==> src/rtl/pit_bus_controller.sv <==
// 8254 bus-side controller: control words, count bytes,
// latch commands and read-back data for counters 0..2.
module pit_bus_controller #(
  parameter bit         IGNORE_UNPROG = 1'b1,
  parameter logic [7:0] IDLE_DOUT     = 8'h00
) (
  input  logic        clk,
  input  logic        rst_n,
  input  logic        wr_en,
  input  logic        rd_en,
  input  logic [1:0]  addr,
  input  logic [7:0]  din,
  input  logic [47:0] ol_in,
  input  logic [23:0] status_in,
  output logic [7:0]  dout,
  output logic        dout_valid,
  output logic [7:0]  cw_data,
  output logic [2:0]  cw_load,
  output logic [7:0]  cnt_data,
  output logic [2:0]  lsb_load,
  output logic [2:0]  msb_load,
  output logic [2:0]  count_commit,
  output logic [2:0]  latch_count,
  output logic [2:0]  latch_status,
  output logic [2:0]  latch_release
);

  logic [2:0][1:0] rw_q, rw_n;
  logic [2:0] wt_q, wt_n;
  logic [2:0] rt_q, rt_n;
  logic [2:0] cl_q, cl_n;
  logic [2:0] sp_q, sp_n;

  logic [7:0] dout_n, cwd_n, cnd_n;
  logic       dv_n;
  logic [2:0] cwl_n, lsb_n, msb_n, cc_n;
  logic [2:0] lc_n, ls_n, lr_n;

  logic wr_cw, wr_cnt, rd_cw, rd_cnt;

  assign wr_cw  = wr_en && (addr == 2'b11);
  assign wr_cnt = wr_en && (addr != 2'b11);
  assign rd_cw  = !wr_en && rd_en && (addr == 2'b11);
  assign rd_cnt = !wr_en && rd_en && (addr != 2'b11);

  // Decode the bus strobe into next-state and next pulses
  always_comb begin
    int         c;
    int         sc;
    logic [1:0] md;
    logic       done;
    rw_n   = rw_q;
    wt_n   = wt_q;
    rt_n   = rt_q;
    cl_n   = cl_q;
    sp_n   = sp_q;
    dout_n = dout;
    dv_n   = 1'b0;
    cwd_n  = cw_data;
    cnd_n  = cnt_data;
    cwl_n  = '0;
    lsb_n  = '0;
    msb_n  = '0;
    cc_n   = '0;
    lc_n   = '0;
    ls_n   = '0;
    lr_n   = '0;
    c      = int'(addr);
    sc     = int'(din[7:6]);
    md     = 2'b00;
    done   = 1'b0;
    unique case (1'b1)
      wr_cw: begin
        if (sc == 3) begin
          for (int i = 0; i < 3; i++) begin
            if (din[1+i]) begin
              if (!din[5] && !cl_q[i]) begin
                lc_n[i] = 1'b1;
                cl_n[i] = 1'b1;
              end
              if (!din[4] && !sp_q[i]) begin
                ls_n[i] = 1'b1;
                sp_n[i] = 1'b1;
              end
            end
          end
        end else if (din[5:4] == 2'b00) begin
          if (!cl_q[sc]) begin
            lc_n[sc] = 1'b1;
            cl_n[sc] = 1'b1;
          end
        end else begin
          cwl_n[sc] = 1'b1;
          cwd_n     = din;
          rw_n[sc]  = din[5:4];
          wt_n[sc]  = 1'b0;
          rt_n[sc]  = 1'b0;
          cl_n[sc]  = 1'b0;
          sp_n[sc]  = 1'b0;
        end
      end
      wr_cnt: begin
        md = rw_q[c];
        if (md == 2'b00 && !IGNORE_UNPROG) md = 2'b01;
        cnd_n = din;
        case (md)
          2'b01: begin
            lsb_n[c] = 1'b1;
            cc_n[c]  = 1'b1;
          end
          2'b10: begin
            msb_n[c] = 1'b1;
            cc_n[c]  = 1'b1;
          end
          2'b11: begin
            if (!wt_q[c]) begin
              lsb_n[c] = 1'b1;
              wt_n[c]  = 1'b1;
            end else begin
              msb_n[c] = 1'b1;
              cc_n[c]  = 1'b1;
              wt_n[c]  = 1'b0;
            end
          end
          default: ;
        endcase
      end
      rd_cw: begin
        dv_n   = 1'b1;
        dout_n = IDLE_DOUT;
      end
      rd_cnt: begin
        md = rw_q[c];
        if (md == 2'b00 && !IGNORE_UNPROG) md = 2'b01;
        dv_n = 1'b1;
        if (md == 2'b00) begin
          dout_n = 8'h00;
        end else if (sp_q[c]) begin
          dout_n  = status_in[c*8 +: 8];
          sp_n[c] = 1'b0;
        end else begin
          case (md)
            2'b01: begin
              dout_n = ol_in[c*16 +: 8];
              done   = 1'b1;
            end
            2'b10: begin
              dout_n = ol_in[c*16+8 +: 8];
              done   = 1'b1;
            end
            default: begin
              if (!rt_q[c]) begin
                dout_n  = ol_in[c*16 +: 8];
                rt_n[c] = 1'b1;
              end else begin
                dout_n  = ol_in[c*16+8 +: 8];
                rt_n[c] = 1'b0;
                done    = 1'b1;
              end
            end
          endcase
          if (done && cl_q[c]) begin
            lr_n[c] = 1'b1;
            cl_n[c] = 1'b0;
          end
        end
      end
      default: ;
    endcase
  end

  // Register state and all outputs, synchronous reset
  always_ff @(posedge clk) begin
    if (!rst_n) begin
      rw_q          <= '0;
      wt_q          <= '0;
      rt_q          <= '0;
      cl_q          <= '0;
      sp_q          <= '0;
      dout          <= IDLE_DOUT;
      dout_valid    <= 1'b0;
      cw_data       <= '0;
      cnt_data      <= '0;
      cw_load       <= '0;
      lsb_load      <= '0;
      msb_load      <= '0;
      count_commit  <= '0;
      latch_count   <= '0;
      latch_status  <= '0;
      latch_release <= '0;
    end else begin
      rw_q          <= rw_n;
      wt_q          <= wt_n;
      rt_q          <= rt_n;
      cl_q          <= cl_n;
      sp_q          <= sp_n;
      dout          <= dout_n;
      dout_valid    <= dv_n;
      cw_data       <= cwd_n;
      cnt_data      <= cnd_n;
      cw_load       <= cwl_n;
      lsb_load      <= lsb_n;
      msb_load      <= msb_n;
      count_commit  <= cc_n;
      latch_count   <= lc_n;
      latch_status  <= ls_n;
      latch_release <= lr_n;
    end
  end

endmodule

==> config.mk <==
export PLATFORM = sky130hd
export DESIGN_NAME = pit_bus_controller
export DESIGN_NICKNAME = d
export VERILOG_FILES = /design/src/rtl/pit_bus_controller.sv
export SDC_FILE = /design/constraint.sdc
export NUM_CORES = 1
export LEC_CHECK = 0
export BUFFER_PORTS_ARGS = -buffer_cell sky130_fd_sc_hd__buf_2
export CORE_AREA = 5 5 95 97
export CTS_BUF_LIST = sky130_fd_sc_hd__clkbuf_8
export DETAILED_ROUTE_END_ITERATION = 8
export DIE_AREA = 0 0 100 102
export PLACE_DENSITY = 0.84
export SETUP_SLACK_MARGIN = 0.15
export SLEW_MARGIN = 40
export SYNTH_ARGS = -nofsm -noshare
export SYNTH_HDL_FRONTEND = slang
export SYNTH_SLANG_ARGS = --single-unit
==> constraint.sdc <==
create_clock -name clk -period 2.6 [get_ports clk]
set_input_delay 0.26 -clock clk [delete_from_list [all_inputs] [get_ports clk]]
set_output_delay 0.26 -clock clk [all_outputs]
set_load 0.005 [all_outputs]
==> key figures <==
Logic synthesis
  • Syn_nets: 543
  • Cells after Synth: between 400 and 500
  • Top-area cell type share of the netlist area: 34.7%
  • Synth top area cells: dfxtp_1 (35%), mux2i_1 (11%), nand2_1 (6.5%)
  • Synth Flop Type: dfxtp_1
  • Synth Cell Area: 3690 sq um
  • Register bit count reported by yosys: 64
  • Syn Area/Cell: 8.16 sq um
  • Unique masters post-synth: 63
  • Asr flop ratio synth: 0%
  • Leading area contributor after synthesis: dfxtp_1
  • Yosys warns: 0
  • Sequential area share after synthesis: 34.7%
  • Number of synthesized flops with an enable pin: 0
  • Most frequent cells after synthesis: dfxtp_1 (64), nand2_1 (64), mux2i_1 (40)

Critical path
  • Critical path's largest stage delay: about 0.40 ns
  • Slowest-stage cell, CP: or3b_4
  • CP endpoint kind: flop
  • Worst EP arrival: 2.46 ns
  • Crit-path max FO: 8
  • Critical-path cell list: mux2i_1 -> o21ai_2 -> inv_1 -> ha_2 -> or3b_4 -> nor3_2 -> nand3_1 -> o22ai_1 -> nand3b_1
  • Nature of the critical path startpoint: flop
  • Setup CP Type: reg2reg
  • Worst endpoint required time: 2.89 ns

Route
  • Routed vias/inst: just under 6
  • 1st-pass router iterations: 5
  • WL final: 12000 um
  • DR WL/cell: 17.5 um
  • Initial DRC count: 341
  • Via Count: 3965
  • # DRC: 0
  • Final ANT Viol Nets: 0

Pwr
  • Combinational group share of total power: 13.1%
  • Clock power share: 48.0%
  • Worst VDD drop: 417 uV
  • Design Power: 2.59 mW
  • Sw Pwr: 0.624 mW
  • Static leakage: 2.01 nW
  • Switching share of power: 24.1%
  • Pwr dens: 551 nW/um^2
  • Internal Dissipation: 1.97 mW
  • Sequential power share: 38.8%

Clock network
  • Max H-tree Level: 3
  • CTS sink cnt: 64
  • Clock edge transition at the registers on the reported setup and hold paths: 0.08 ns
  • CTS tree: done
  • Root Buffer Master: clkbuf_8
  • Worst-Skew Late Latency: 0.35 ns
  • Max clock buf depth: 2
  • CTS buffer count: 9
  • CTS Hold Bufs: 0
  • Post-CTS setup buffer count: 0
  • Post-CTS resize count: 0

Die
  • Initial Util: 45.9%
  • Die area: 10200 sq um
  • Chip Height: 102 um
  • Core Area: 8050 sq um
  • Die X: around 100 um
  • Site Rows: 33
  • Io pins: roughly 130

STA
  • Final hold slack: 0.163 ns
  • Setup_tns: 0 ns
  • Endpoints failing hold: 0
  • Worst-Margin Slew: 0.538 ns
  • Setup-failing EPs final: 0
  • Worst-case clock skew: 0.00954 ns
  • Max-slew violations: 0
  • RSZ-0062 raised after global routing: no
  • Crit share post-route: 83.5%
  • Final Critical Period: roughly 2.2 ns
  • Relative slew slack: 64.1%
  • Fmax: 461 MHz

Global routing
  • Tot GR Track Use: 23.3%
  • Total grt overflow: 0
  • Initial antenna violation count: 0
  • Largest net degree at the start of global routing: 25
  • First-pass GRT wire length: 19000 um
  • Via count of the first global-routing pass: 3918

Placed design
  • Number of port buffers: 131
  • Cell area after placement: between 4000 and 5000 sq um
  • Post-DP HPWL: 9090 um
  • Routability cong.: 1.02

Layout
  • Area grow syn2layout: 27.4%
  • Share of layout cells above drive strength 1: 30.3%
  • Fill count: roughly 720
  • Nets: 665
  • Final instance area: 4710 sq um
  • Antenna cells: 0

Min path
  • Worst Hold Class: in2reg

Run status
  • Run status: finished, final reports clean

Job
  • Max cap viols: 0
## worst paths after layout
kind / end / slack (ns) / cells after the start / from
worst max register to register: dout[0] / 0.43 / 9 / rw_q[4]
worst min register to register: cnt_data[1] / 0.46 / 2 / cnt_data[1]
worst min-delay path: cnt_data[0] / 0.16 / 3 / din[0]
worst max-delay path: dout[0] / 0.43 / 9 / rw_q[4]
## per-stage QoR
step	utilization (%)	setup slack, ns	cells
6_report	58.5	0.430	685
5_1_grt	58.5	0.239	685
4_1_cts	58.5	0.448	685
3_5_place_dp	54.8	0.235	669
3_3_place_gp	54.8	0.367	669
2_1_floorplan	-	0.127	453
## worst max-delay path: cells and delay by family (launching register included)
family	cells	cell delay, ns
buffers and inverters	1	0.08
multiplexers	1	0.09
adder cells (fa/ha/maj)	1	0.19
AND/OR/NAND/NOR	4	1.03
AO/OA/AOI/OAI	2	0.39
flip-flops	1	0.35
## per-layer routing
layer | part of all wire, % | track usage (%)
met5 | 0 | 0
met2 | 47 | 39.7
met4 | 2.9 | 12.2
met1 | 39 | 26.7
met3 | 11 | 6.55
## placed cells by master, fill, tap and decap left out, types with 8 or more instances in the layout
cell       instances
nor3_1            16
o2bb2ai_1         18
nand2b_1          10
a21oi_1           34
nor2_1            33
nand2_1           64
nand3b_1          10
buf_4             12
mux2i_1           40
o21ai_0           25
o22ai_1           11
clkbuf_8           9
dfxtp_1           64
a22oi_1            8
buf_2            131
## power groups by stage
stage	Sequential, mW	Combinational (mW)	Clock (mW)
2_1_floorplan	1.03	0.211	0
3_3_place_gp	1.03	0.331	0
3_5_place_dp	1.03	0.337	0
4_1_cts	1.01	0.339	1.27
5_1_grt	1.01	0.374	1.31
6_report	1.01	0.341	1.25
## final cells by class
| class | count | area, sq um | area share [%] |
|---|---|---|---|
| clock buffer | 9 | 124 | 2.63 |
| clock inverter | 7 | 168 | 3.56 |
| inverter | 7 | 26.3 | 0.558 |
| multi-input combinational | 350 | 2230 | 47.4 |
| sequential | 64 | 1280 | 27.2 |
| tap | 105 | 131 | 2.79 |
| timing repair buffer | 143 | 746 | 15.8 |
## cell families (layout without fill, tap and decap cells)
group,after synthesis,count (layout),synth area share [%]
flip-flops,64,64,34.7
AND/OR/NAND/NOR,174,174,23.6
AO/OA/AOI/OAI,130,130,23.7
multiplexers,41,41,11.2
adder cells (fa/ha/maj),5,5,1.63
buffers and inverters,39,166,5.08
No activity file was read; power rests on OpenSTA's default activity.
